==> config.mk <==
export PLATFORM = sky130hd
export DESIGN_NAME = pipe_stage_buf
export DESIGN_NICKNAME = d
export VERILOG_FILES = /design/src/rtl/pipe_pkg.sv /design/src/rtl/pipe_slot.sv /design/src/rtl/pipe_stage_buf.sv
export SDC_FILE = /design/constraint.sdc
export NUM_CORES = 1
export LEC_CHECK = 0
export ABC_AREA = 1
export CORE_ASPECT_RATIO = 1.5
export CORE_MARGIN = 2
export CORE_UTILIZATION = 25
export DETAILED_ROUTE_END_ITERATION = 8
export PLACE_DENSITY_LB_ADDON = 0.2
export SYNTH_ARGS = -nofsm -noshare
export SYNTH_HDL_FRONTEND = slang
export SYNTH_SLANG_ARGS = --single-unit
==> constraint.sdc <==
create_clock -name clk -period 1.6 [get_ports clk]
set_clock_uncertainty 0.1 [all_clocks]
set_input_delay 0.48 -clock clk [delete_from_list [all_inputs] [get_ports clk]]
set_output_delay 0.48 -clock clk [all_outputs]
set_load 0.05 [all_outputs]
==> src/rtl/pipe_pkg.sv <==
// Shared stage-boundary layout: control/data bundle field widths and bit offsets
// (LSB-first packing) plus the derived ID/EX bundle widths.
package pipe_pkg;

    localparam int BRANCH_W   = 6;
    localparam int J_W        = 4;
    localparam int ALUCTR_W   = 5;
    localparam int FLAG_CNT   = 13;

    localparam int BRANCH_LSB = 0;
    localparam int J_LSB      = BRANCH_LSB + BRANCH_W;
    localparam int ALUCTR_LSB = J_LSB + J_W;
    // Single-bit flags, in order: regDst aluSrc link lw lb lbu sb useshamt mem2Reg regWr memWr extOp rtype
    localparam int FLAGS_LSB  = ALUCTR_LSB + ALUCTR_W;

    localparam int BUS_W      = 32;
    localparam int SHAMT_W    = 5;
    localparam int IMM16_W    = 16;
    localparam int JADDR_W    = 26;
    localparam int REG_W      = 5;
    localparam int PC_W       = 32;

    localparam int BUSA_LSB   = 0;
    localparam int BUSB_LSB   = BUSA_LSB + BUS_W;
    localparam int SHAMT_LSB  = BUSB_LSB + BUS_W;
    localparam int IMM16_LSB  = SHAMT_LSB + SHAMT_W;
    localparam int JADDR_LSB  = IMM16_LSB + IMM16_W;
    localparam int RS_LSB     = JADDR_LSB + JADDR_W;
    localparam int RT_LSB     = RS_LSB + REG_W;
    localparam int RD_LSB     = RT_LSB + REG_W;
    localparam int PC_LSB     = RD_LSB + REG_W;

    localparam int IDEX_CTRL_W = FLAGS_LSB + FLAG_CNT;
    localparam int IDEX_DATA_W = PC_LSB + PC_W;

    typedef enum logic [1:0] {
        STAGE_IFID  = 2'd0,
        STAGE_IDEX  = 2'd1,
        STAGE_EXMEM = 2'd2,
        STAGE_MEMWB = 2'd3
    } stage_e;

endpackage

==> src/rtl/pipe_slot.sv <==
// One pipeline entry (valid + ctrl + data). Priority: reset, clear, load, drop, hold.
module pipe_slot
    import pipe_pkg::*;
#(
    parameter int CTRL_W     = IDEX_CTRL_W,
    parameter int DATA_W     = IDEX_DATA_W,
    parameter int CLEAR_DATA = 0
) (
    input  logic              clk,
    input  logic              rst,
    input  logic              clear,
    input  logic              load,
    input  logic              drop,
    input  logic              in_valid,
    input  logic [CTRL_W-1:0] in_ctrl,
    input  logic [DATA_W-1:0] in_data,
    output logic              valid,
    output logic [CTRL_W-1:0] ctrl,
    output logic [DATA_W-1:0] data
);

    logic              valid_r;
    logic [CTRL_W-1:0] ctrl_r;
    logic [DATA_W-1:0] data_r;

    // Entry storage; drop only retires the beat and keeps the payload.
    always_ff @(negedge clk) begin
        if (rst) begin
            valid_r <= 1'b0;
            ctrl_r  <= {CTRL_W{1'b0}};
            data_r  <= {DATA_W{1'b0}};
        end else if (clear) begin
            valid_r <= 1'b0;
            ctrl_r  <= {CTRL_W{1'b0}};
            if (CLEAR_DATA != 0) begin
                data_r <= {DATA_W{1'b0}};
            end
        end else if (load) begin
            valid_r <= in_valid;
            ctrl_r  <= in_ctrl;
            data_r  <= in_data;
        end else if (drop) begin
            valid_r <= 1'b0;
        end
    end

    assign valid = valid_r;
    assign ctrl  = ctrl_r;
    assign data  = data_r;

endmodule

==> src/rtl/pipe_stage_buf.sv <==
// Generic valid/ready pipeline stage register with optional skid entry.
// Optional performance counters are built only when PIPE_PERF_CNT_EN is defined.
module pipe_stage_buf
    import pipe_pkg::*;
#(
    parameter int CTRL_W     = IDEX_CTRL_W,
    parameter int DATA_W     = IDEX_DATA_W,
    parameter int SKID       = 1,
    parameter int CLEAR_DATA = 0
) (
    input  logic              clk,
    input  logic              regReset,
    input  logic              flush,
    input  logic              up_valid,
    output logic              up_ready,
    input  logic [CTRL_W-1:0] up_ctrl,
    input  logic [DATA_W-1:0] up_data,
    output logic              dn_valid,
    input  logic              dn_ready,
    output logic [CTRL_W-1:0] dn_ctrl,
    output logic [DATA_W-1:0] dn_data,
    output logic [1:0]        occ,
    output logic [31:0]       bubble_cnt,
    output logic [31:0]       stall_cnt
);

    logic              main_valid_s;
    logic [CTRL_W-1:0] main_ctrl_s;
    logic [DATA_W-1:0] main_data_s;
    logic              skid_valid_s;
    logic [CTRL_W-1:0] skid_ctrl_s;
    logic [DATA_W-1:0] skid_data_s;
    logic              up_fire_s;
    logic              dn_fire_s;
    logic              main_load_s;
    logic              main_drop_s;
    logic              main_sel_skid_s;
    logic              skid_load_s;
    logic              skid_drop_s;
    logic              main_in_valid_s;
    logic [CTRL_W-1:0] main_in_ctrl_s;
    logic [DATA_W-1:0] main_in_data_s;

    assign up_fire_s = up_valid & up_ready;
    assign dn_fire_s = main_valid_s & dn_ready;

    generate
        if (SKID != 0) begin : g_skid
            assign up_ready = ~skid_valid_s;

            pipe_slot #(
                .CTRL_W     (CTRL_W),
                .DATA_W     (DATA_W),
                .CLEAR_DATA (CLEAR_DATA)
            ) u_skid (
                .clk      (clk),
                .rst      (regReset),
                .clear    (flush),
                .load     (skid_load_s),
                .drop     (skid_drop_s),
                .in_valid (up_valid),
                .in_ctrl  (up_ctrl),
                .in_data  (up_data),
                .valid    (skid_valid_s),
                .ctrl     (skid_ctrl_s),
                .data     (skid_data_s)
            );
        end else begin : g_noskid
            assign up_ready     = dn_ready | ~main_valid_s;
            assign skid_valid_s = 1'b0;
            assign skid_ctrl_s  = {CTRL_W{1'b0}};
            assign skid_data_s  = {DATA_W{1'b0}};
        end
    endgenerate

    // Slot steering: the skid entry always drains into main before new upstream beats.
    always_comb begin
        main_load_s     = 1'b0;
        main_drop_s     = 1'b0;
        main_sel_skid_s = 1'b0;
        skid_load_s     = 1'b0;
        skid_drop_s     = 1'b0;
        if (SKID == 0) begin
            main_load_s = up_ready;
        end else if (dn_fire_s) begin
            if (skid_valid_s) begin
                main_load_s     = 1'b1;
                main_sel_skid_s = 1'b1;
                skid_drop_s     = 1'b1;
            end else if (up_fire_s) begin
                main_load_s = 1'b1;
            end else begin
                main_drop_s = 1'b1;
            end
        end else if (up_fire_s) begin
            if (main_valid_s) begin
                skid_load_s = 1'b1;
            end else begin
                main_load_s = 1'b1;
            end
        end else begin
            main_load_s = 1'b0;
        end
    end

    assign main_in_valid_s = main_sel_skid_s ? skid_valid_s : up_valid;
    assign main_in_ctrl_s  = main_sel_skid_s ? skid_ctrl_s  : up_ctrl;
    assign main_in_data_s  = main_sel_skid_s ? skid_data_s  : up_data;

    pipe_slot #(
        .CTRL_W     (CTRL_W),
        .DATA_W     (DATA_W),
        .CLEAR_DATA (CLEAR_DATA)
    ) u_main (
        .clk      (clk),
        .rst      (regReset),
        .clear    (flush),
        .load     (main_load_s),
        .drop     (main_drop_s),
        .in_valid (main_in_valid_s),
        .in_ctrl  (main_in_ctrl_s),
        .in_data  (main_in_data_s),
        .valid    (main_valid_s),
        .ctrl     (main_ctrl_s),
        .data     (main_data_s)
    );

    // Invalid beats present NOP control; data is masked only when CLEAR_DATA is set.
    assign dn_valid = main_valid_s;
    assign dn_ctrl  = main_ctrl_s & {CTRL_W{main_valid_s}};
    assign dn_data  = (main_valid_s || (CLEAR_DATA == 0)) ? main_data_s : {DATA_W{1'b0}};
    assign occ      = {1'b0, main_valid_s} + {1'b0, skid_valid_s};

`ifdef PIPE_PERF_CNT_EN
    logic [31:0] bubble_cnt_r;
    logic [31:0] stall_cnt_r;

    // Saturating bubble/stall counters; flush deliberately leaves them alone.
    always_ff @(negedge clk) begin
        if (regReset) begin
            bubble_cnt_r <= 32'd0;
            stall_cnt_r  <= 32'd0;
        end else begin
            if (!main_valid_s && (bubble_cnt_r != 32'hFFFF_FFFF)) begin
                bubble_cnt_r <= bubble_cnt_r + 32'd1;
            end
            if (main_valid_s && !dn_ready && (stall_cnt_r != 32'hFFFF_FFFF)) begin
                stall_cnt_r <= stall_cnt_r + 32'd1;
            end
        end
    end

    assign bubble_cnt = bubble_cnt_r;
    assign stall_cnt  = stall_cnt_r;
`else
    assign bubble_cnt = 32'd0;
    assign stall_cnt  = 32'd0;
`endif

endmodule
; ---- Word-level counts from Yosys, hierarchy flattened
; Index checks and enable logic that the tools add are counted.
[totals]
regBits = 374
out_inout_bits = 254
[op_classes]
bitwise_logic = 5
muxes = 20
n_reduce_logical = 5
n_addsub = 1
[op_table]
columns = operator, count
row1 = two-way mux 158 bit, 1
row2 = AND 28 bit, 1
row3 = two-way mux 28 bit, 1
row4 = two-way mux 1 bit, 18
row5 = AND reduction 2 bit, 2
row6 = nonzero test 2 bit, 2
row7 = adder 1 x 1 -> 2 bit, 1
row8 = AND 1 bit, 2
row9 = NOT 1 bit, 2
row10 = OR reduction 2 bit, 1

; ---- Logic depth before layout (Yosys ltp)
; Gate-level depths: netlist (run 1).
[depth]
word_depth = 7
depth_mapped = 10
ltp_nobuf = 7

; ---- Hierarchy
; A second synthesis (run 1) with hierarchy kept.
[unflattened]
cells_unflattened = 3077
hier_area_um2 = 19190.9
[modules_own_cells]
columns = module, cells_per_inst, seq_area_each_um2, area_each_um2, n_inst
row1 = pipe_slot, 1149, 3743.6, 7708.6, 2
row2 = pipe_stage_buf, 779, 0.0, 3773.6, 1

==> results of run 1 <==
==> cell usage after synthesis <==
library cell                 n  area, um2
sky130_fd_sc_hd__nand2_1   764       2870
sky130_fd_sc_hd__inv_1     406       1520
sky130_fd_sc_hd__nor2_1    404       1520
sky130_fd_sc_hd__dfxtp_1   374       7490
sky130_fd_sc_hd__nand3_1   188        941
sky130_fd_sc_hd__a21oi_1   187        936
sky130_fd_sc_hd__o21ai_0   181        906
sky130_fd_sc_hd__clkbuf_1   91        342
sky130_fd_sc_hd__buf_4      86        646
sky130_fd_sc_hd__buf_2      68        340
sky130_fd_sc_hd__buf_1       2       7.51
sky130_fd_sc_hd__inv_2       2       7.51
sky130_fd_sc_hd__buf_6       1       11.3
sky130_fd_sc_hd__clkinv_1    1       3.75
sky130_fd_sc_hd__conb_1      1       3.75
sky130_fd_sc_hd__ha_1        1       12.5
==> per-layer routing <==
metal	GRT usage (%)	vias up	part of all wire, %
li1	-	10189	-
met1	22.5	9893	39
met2	33.4	674	51
met3	7.51	194	6.9
met4	8.94	20	3.6
met5	0	-	0.17
==> cell families (layout without fill, tap and decap cells) <==
group | Yosys count | after routing
other | 1 | 68
and+or+nand+nor | 1356 | 1356
adders and majority gates | 1 | 1
AOI/OAI and AO/OA | 368 | 368
DFF | 374 | 374
buffers and inverters | 657 | 1575
==> layout by cell type (no fill, tap or decap), types with 85 or more instances in the layout <==
cell                              Yosys  routed
sky130_fd_sc_hd__inv_1              406     762
sky130_fd_sc_hd__nand2_1            764     388
sky130_fd_sc_hd__buf_12               0     287
sky130_fd_sc_hd__nor2_1             404     280
sky130_fd_sc_hd__dfxtp_1            374     214
sky130_fd_sc_hd__nand2_4              0     204
sky130_fd_sc_hd__clkdlybuf4s50_1      0     186
sky130_fd_sc_hd__nand2_2              0     168
sky130_fd_sc_hd__a21oi_2              0     165
sky130_fd_sc_hd__nand3_2              0     117
sky130_fd_sc_hd__dfxtp_2              0     105
sky130_fd_sc_hd__clkbuf_16            0      86
sky130_fd_sc_hd__o21ai_2              0      85
==> layout make-up <==
cell class | count | area (um2) | area share [%]
Inverter | 408 | 1660 | 4.43
Timing Repair Buffer | 715 | 12100 | 32.3
Clock buffer | 47 | 1180 | 3.14
Multi-Input combinational cell | 1789 | 11900 | 31.8
Tap cell | 907 | 1130 | 3.03
Clock inverter | 405 | 1690 | 4.50
Antenna cell | 4 | 10.0 | 0.0267
Sequential cell | 374 | 7830 | 20.9
==> repair_timing <==
action | 4_1_cts | 5_1_grt
resized for setup | 716 | 1096
pin swaps | 167 | 273
setup endpoints to repair | 564 | 564
buffers inserted | 68 | 48
cloned | 78 | 45
==> power by group through the flow <==
stage          Sequential [uW]  Combinational (uW)  Clock, uW
6_report                 10200                6570      14300
5_1_grt                  10200                6940      15900
2_1_floorplan            11000                1760       1410
4_1_cts                  10200                5540      14900
3_3_place_gp             10300                4970       1410
3_5_place_dp             10300                4970       1410
==> critical path: stages (launching register included) <==
cell	delay (ns)
sky130_fd_sc_hd__dfxtp_4	0.37
sky130_fd_sc_hd__buf_4	0.15
sky130_fd_sc_hd__ha_4	0.26
sky130_fd_sc_hd__buf_8	0.13
==> worst min-delay path by stage <==
stage | start | endpoint | slack, ns
floorplan | g_skid.u_skid.ctrl[27] | g_skid.u_skid.ctrl[27] | 0.33
global placement | g_skid.u_skid.ctrl[20] | g_skid.u_skid.ctrl[20] | 0.34
detailed placement | g_skid.u_skid.ctrl[9] | g_skid.u_skid.ctrl[9] | 0.34
CTS | g_skid.u_skid.ctrl[14] | g_skid.u_skid.ctrl[14] | 0.35
global route | g_skid.u_skid.ctrl[7] | g_skid.u_skid.ctrl[7] | 0.36
finish | g_skid.u_skid.ctrl[7] | g_skid.u_skid.ctrl[7] | 0.35
==> through the flow <==
step           std cells  setup TNS, ns  power [uW]  hold WS, ns  instance area (um2)
2_1_floorplan       2820        -341.24       14200        0.330                18100
3_3_place_gp        3984        -577.19       16600        0.340                25100
3_5_place_dp        3984        -580.16       16600        0.344                25100
4_1_cts             4574        -309.92       30600        0.351                32800
5_1_grt             4647        -367.44       33000        0.362                37500
6_report            4649        -350.96       31000        0.345                37500
==> registers in the layout, indices dropped and copies added (netlist names) <==
| signal | count |
|---|---|
| g_skid.u_skid.ctrl | 28 |
| g_skid.u_skid.data | 158 |
| u_main.data | 158 |
| u_main.ctrl | 28 |
| u_main.valid | 1 |
| g_skid.u_skid.valid | 1 |
==> Implementation_results.wiki, run 1 <==
{| class="wikitable"
! Metric !! Value
|-
| Required time reported for the critical path endpoint || 1.02 ns
|-
| Routed Wire Length || 82.6 mm
|-
| Net count reported at finish || 3899
|-
| Initial detailed-routing violation count || 859
|-
| Combinational group share of total power || 21.2%
|-
| Number of synthesized register bits || 374
|-
| Total iterations of the first detailed-routing run || 5
|-
| Share of the yosys chip area belonging to registers || 42.7%
|-
| Root buffer selected by CTS || sky130_fd_sc_hd__clkbuf_16
|-
| Pre-CTS WS || -1.46 ns
|-
| Area growth, synth to finish || 114%
|-
| Setup violators final || 564
|-
| Level count of the clock H-tree || 2
|-
| Number of buffer cells added on primary ports || 380
|-
| Relative contribution of the clock network to total power || 46.0%
|-
| Net Sw Frac || 35.1%
|-
| ANT nets after route || 0
|-
| Fill count || 6236
|-
| Top fanout value on the critical path || 4
|-
| Number of instances in the synthesized netlist || 2757
|-
| Core utilization of the finished layout || 53.7%
|-
| Fraction of layout instances using a drive strength above 1 || 45.1%
|-
| Vias per cell || 4.51
|-
| Maximum number of pins on one net before global-route repair || 43
|-
| Capture point of the critical path || occ[0]
|-
| Arrival @ worst endpoint || 2.33 ns
|-
| Hold path cells || 2
|-
| End of the worst register-to-register path || u_main.data[49]
|-
| Count of final max-slew check failures || 0
|-
| Dpl hpwl || 41.3 mm
|-
| Count of yosys warnings during synthesis || 0
|-
| Die H || 329 um
|-
| Vias || 20970
|-
| Setup CP Type || reg2out
|-
| Post-route worst setup slack || -1.31 ns
|-
| Site row count || 119
|-
| Internal Dissipation || 20100 uW
|-
| Core outline area || 69800 um2
|-
| Wire length of the first global-routing pass || 111 mm
|-
| Synthesized-area fraction occupied by xor and xnor cells || 0%
|-
| Boundary Pins || 445
|-
| # DRC || 0
|-
| Logic depth of the worst register-to-register path || 12
|-
| Antenna violations before repair || 13
|-
| Switching power || 10900 uW
|-
| Leak pwr || 0.0161 uW
|-
| Sort of element at the start of the critical path || flop
|-
| Setup repair after global routing missed its margin || true
|-
| Max IR drop VDD || 0.000764 V
|-
| CTS clk-pin slew, worst paths || 0.05 ns
|-
| Adder-cell area share of the yosys netlist || 0.0713%
|-
| Final RePlAce weighted congestion || 0.756
|-
| Share of cell area taken by muxes after synthesis || 0%
|-
| Cell Area, Synth || 17600 um2
|-
| Die Area || 72400 um2
|-
| Element type at the critical path end || output port
|-
| Number of endpoints with negative hold slack in the final report || 0
|-
| Max clock buf depth || 3
|-
| Synth Area per Inst || 6.37 um2
|-
| Compound-Gate Fraction of Synth Area || 10.5%
|-
| Number of clock sinks seen by CTS || 374
|-
| Number of hold buffers added after cts || 0
|-
| Synth cell types || 16
|-
| Violations in the final reports || negative setup slack
|-
| Sequential Power Share || 32.8%
|-
| Via count of the first global-routing pass || 20231
|-
| Slack of the worst reg-to-reg path || -0.49 ns
|-
| Worst skew pair latency || 0.63 ns
|-
| Remaining global-route overflow || 0
|-
| Startpoint of the worst-slack reg-to-reg timing path || u_main.valid
|-
| Power density over the cells || 828 nW/um2
|-
| Largest family of logic cells by synthesized area || simple AND/OR/NAND/NOR gates
|-
| Initial cell density of the core || 25.1%
|-
| Result of the run || finished with violations
|-
| Count of maximum capacitance violations || 0
|-
| CP Launch Point || u_main.valid
|-
| Chip Width || 220 um
|-
| Class of the worst hold path || reg2reg
|-
| Clock tree from TritonCTS || built
|-
| Aggregate global-route resource usage || 20.0%
|-
| Final routed wire length divided by cell count || 17.8 um
|-
| CTS buffer count || 45
|-
| Post-synthesis simple-gate area fraction || 30.3%
|}
Note: power is estimated with default switching activity, not from simulation.
==> run 2: changes to the inputs <==
--- a/config.mk
+++ b/config.mk
@@ -10,7 +10,7 @@
 export CORE_MARGIN = 2
 export CORE_UTILIZATION = 25
 export DETAILED_ROUTE_END_ITERATION = 8
-export PLACE_DENSITY_LB_ADDON = 0.2
+export PLACE_DENSITY = 0.54
 export SYNTH_ARGS = -nofsm -noshare
 export SYNTH_HDL_FRONTEND = slang
 export SYNTH_SLANG_ARGS = --single-unit
==> Implementation_results.wiki, run 2 (same netlist as run 1, synthesis figures left out) <==
{| class="wikitable"
! Metric !! Value
|-
| Element type at the critical path end || output port
|-
| CTS buffer count || 44
|-
| Die Area || 72400 um2
|-
| Sort of element at the start of the critical path || flop
|-
| Core outline area || 69800 um2
|-
| Slack of the worst reg-to-reg path || -0.26 ns
|-
| Site row count || 119
|-
| Commonest non-fill, non-tap cell in the layout || sky130_fd_sc_hd__inv_1
|-
| Cell area reported after detailed placement || 25300 um2
|-
| Wire length of the first global-routing pass || 104 mm
|-
| Number of hold buffers added after cts || 0
|-
| Net count reported at finish || 3886
|-
| Hold Startpoint || g_skid.u_skid.ctrl[5]
|-
| Worst path max stage delay || 0.35 ns
|-
| Max IR drop VDD || 0.000644 V
|-
| Commonest cells after routing, fill and taps aside || sky130_fd_sc_hd__inv_1 (759), sky130_fd_sc_hd__nand2_1 (526), sky130_fd_sc_hd__nor2_1 (355), sky130_fd_sc_hd__buf_12 (270), sky130_fd_sc_hd__dfxtp_1 (214)
|-
| Via count of the first global-routing pass || 19883
|-
| Final RePlAce weighted congestion || 0.805
|-
| Violations in the final reports || negative setup slack
|-
| Max clock buf depth || 3
|-
| End of the worst hold path || g_skid.u_skid.ctrl[5]
|-
| # DRC || 0
|-
| Final setup TNS || -303.03 ns
|-
| Logic depth of the worst register-to-register path || 11
|-
| Number of buffer cells added on primary ports || 380
|-
| Setup violators final || 564
|-
| Fraction of layout instances using a drive strength above 1 || 35.3%
|-
| Class of the worst hold path || reg2reg
|-
| Dpl hpwl || 41.7 mm
|-
| Post-Layout Cell Count || 4641
|-
| Aggregate global-route resource usage || 18.4%
|-
| Setup repair after global routing missed its margin || true
|-
| Chip Width || 220 um
|-
| Result of the run || finished with violations
|-
| Number of endpoints with negative hold slack in the final report || 0
|-
| Maximum number of pins on one net before global-route repair || 48
|-
| Arrival @ worst endpoint || 2.31 ns
|-
| Number of clock sinks seen by CTS || 374
|-
| Antenna violations before repair || 11
|-
| Overall Power || 30600 uW
|-
| CTS clk-pin slew, worst paths || 0.03 ns
|-
| Area growth, synth to finish || 98.0%
|-
| Top fanout value on the critical path || 17
|-
| Clock tree from TritonCTS || built
|-
| Count of final max-slew check failures || 0
|-
| Final routed wire length divided by cell count || 16.2 um
|-
| Routed Wire Length || 75.1 mm
|-
| Count of maximum capacitance violations || 0
|-
| Level count of the clock H-tree || 2
|-
| Remaining global-route overflow || 0
|-
| Initial cell density of the core || 25.1%
|-
| Vias per cell || 4.41
|-
| Hold Worst Slack || 0.346 ns
|-
| Setup CP Type || reg2out
|-
| Die H || 329 um
|-
| Post-route worst setup slack || -1.29 ns
|-
| End of the worst register-to-register path || u_main.ctrl[19]
|-
| Boundary Pins || 445
|-
| Worst skew pair latency || 0.63 ns
|-
| Power density over the cells || 880 nW/um2
|-
| Most frequent cell on the critical path || sky130_fd_sc_hd__buf_12
|-
| Crit path cell chain || buf_12, nand2_2, clkinvlp_4, buf_12
|-
| Hold path cells || 2
|-
| ANT nets after route || 0
|-
| Vias || 20459
|-
| Required time reported for the critical path endpoint || 1.02 ns
|-
| Root buffer selected by CTS || sky130_fd_sc_hd__clkbuf_16
|-
| Startpoint of the worst-slack reg-to-reg timing path || g_skid.u_skid.valid
|-
| Leak pwr || 0.0154 uW
|-
| DP Cell Count || 4008
|-
| Initial detailed-routing violation count || 1015
|-
| Final design instance area without fill || 34800 um2
|-
| Standard cell with the maximum stage delay on the critical path || sky130_fd_sc_hd__dfxtp_4
|-
| Total iterations of the first detailed-routing run || 5
|}
run 2: changes by cell type in the layout (fill, tap and decap cells not counted), moves of 25 or more:
| cell | delta |
|---|---|
| sky130_fd_sc_hd__a21oi_1 | +85 |
| sky130_fd_sc_hd__a21oi_2 | -85 |
| sky130_fd_sc_hd__buf_16 | -27 |
| sky130_fd_sc_hd__buf_4 | +26 |
| sky130_fd_sc_hd__nand2_1 | +138 |
| sky130_fd_sc_hd__nand2_2 | -31 |
| sky130_fd_sc_hd__nand2_4 | -105 |
| sky130_fd_sc_hd__nand3_1 | +57 |
| sky130_fd_sc_hd__nand3_2 | -53 |
| sky130_fd_sc_hd__nor2_1 | +75 |
| sky130_fd_sc_hd__nor2_2 | -43 |
| sky130_fd_sc_hd__nor2_4 | -32 |
| sky130_fd_sc_hd__o21ai_0 | +25 |
run 2: how the worst max path moves through the flow:
stage	from	to	depth (start not counted)
final	u_main.valid	dn_ctrl[5]	4
after global routing	u_main.valid	dn_ctrl[5]	4
after CTS	u_main.valid	dn_ctrl[5]	4
after detailed placement	dn_ready	u_main.data[22]	8
after global placement	dn_ready	u_main.data[22]	8
after floorplan	u_main.valid	dn_ctrl[0]	4
run 2: repair_timing:
action                                  CTS  global route
endpoints found under the setup margin  564           564
gates cloned                             54            41
buffers inserted                         48            49
hold endpoints to repair                  0             0
pin swaps                                71           266
gates resized for setup                 465           758
run 2: layer usage:
| metal | up-vias | share of wire [%] | GRT usage, % |
|---|---|---|---|
| met1 | 9476 | 38 | 20.2 |
| met2 | 708 | 51 | 31.2 |
| li1 | 10118 | - | - |
| met4 | 8 | 3.4 | 8.90 |
| met5 | - | 0.077 | 0 |
| met3 | 149 | 7.0 | 6.88 |
run 2: critical path: cells and delay by family, from the launching register on:
| kind | cells | cell delay (ns) |
|---|---|---|
| flops | 1 | 0.35 |
| simple gates | 1 | 0.08 |
| buf+inv | 3 | 0.45 |
run 2: report_power, final:
group          internal, uW  leakage (uW)  total, uW  switching, uW
registers              9780       0.00312      10200            387
logic                  2740       0.00958       5970           3230
clock network          7500       0.00272      14400           6950
run 2: stage by stage:
step           setup WS, ns  util [%]
3_3_place_gp          -1.50      36.3
6_report              -1.29      49.8
5_1_grt               -1.34      49.8
3_5_place_dp          -1.52      36.3
2_1_floorplan        -0.827         -
4_1_cts               -1.33      44.7
run 2: final cells by class:
| cell class | instances | area [um2] |
|---|---|---|
| Timing Repair Buffer | 703 | 11200 |
| Tap cell | 907 | 1130 |
| Multi-Input combinational cell | 1789 | 9990 |
| Clock buffer | 45 | 1130 |
| Antenna cell | 7 | 17.5 |
| Fill cell | 6444 | 35100 |
| Inverter | 408 | 1650 |
| Sequential cell | 374 | 7830 |
| Clock inverter | 408 | 1760 |
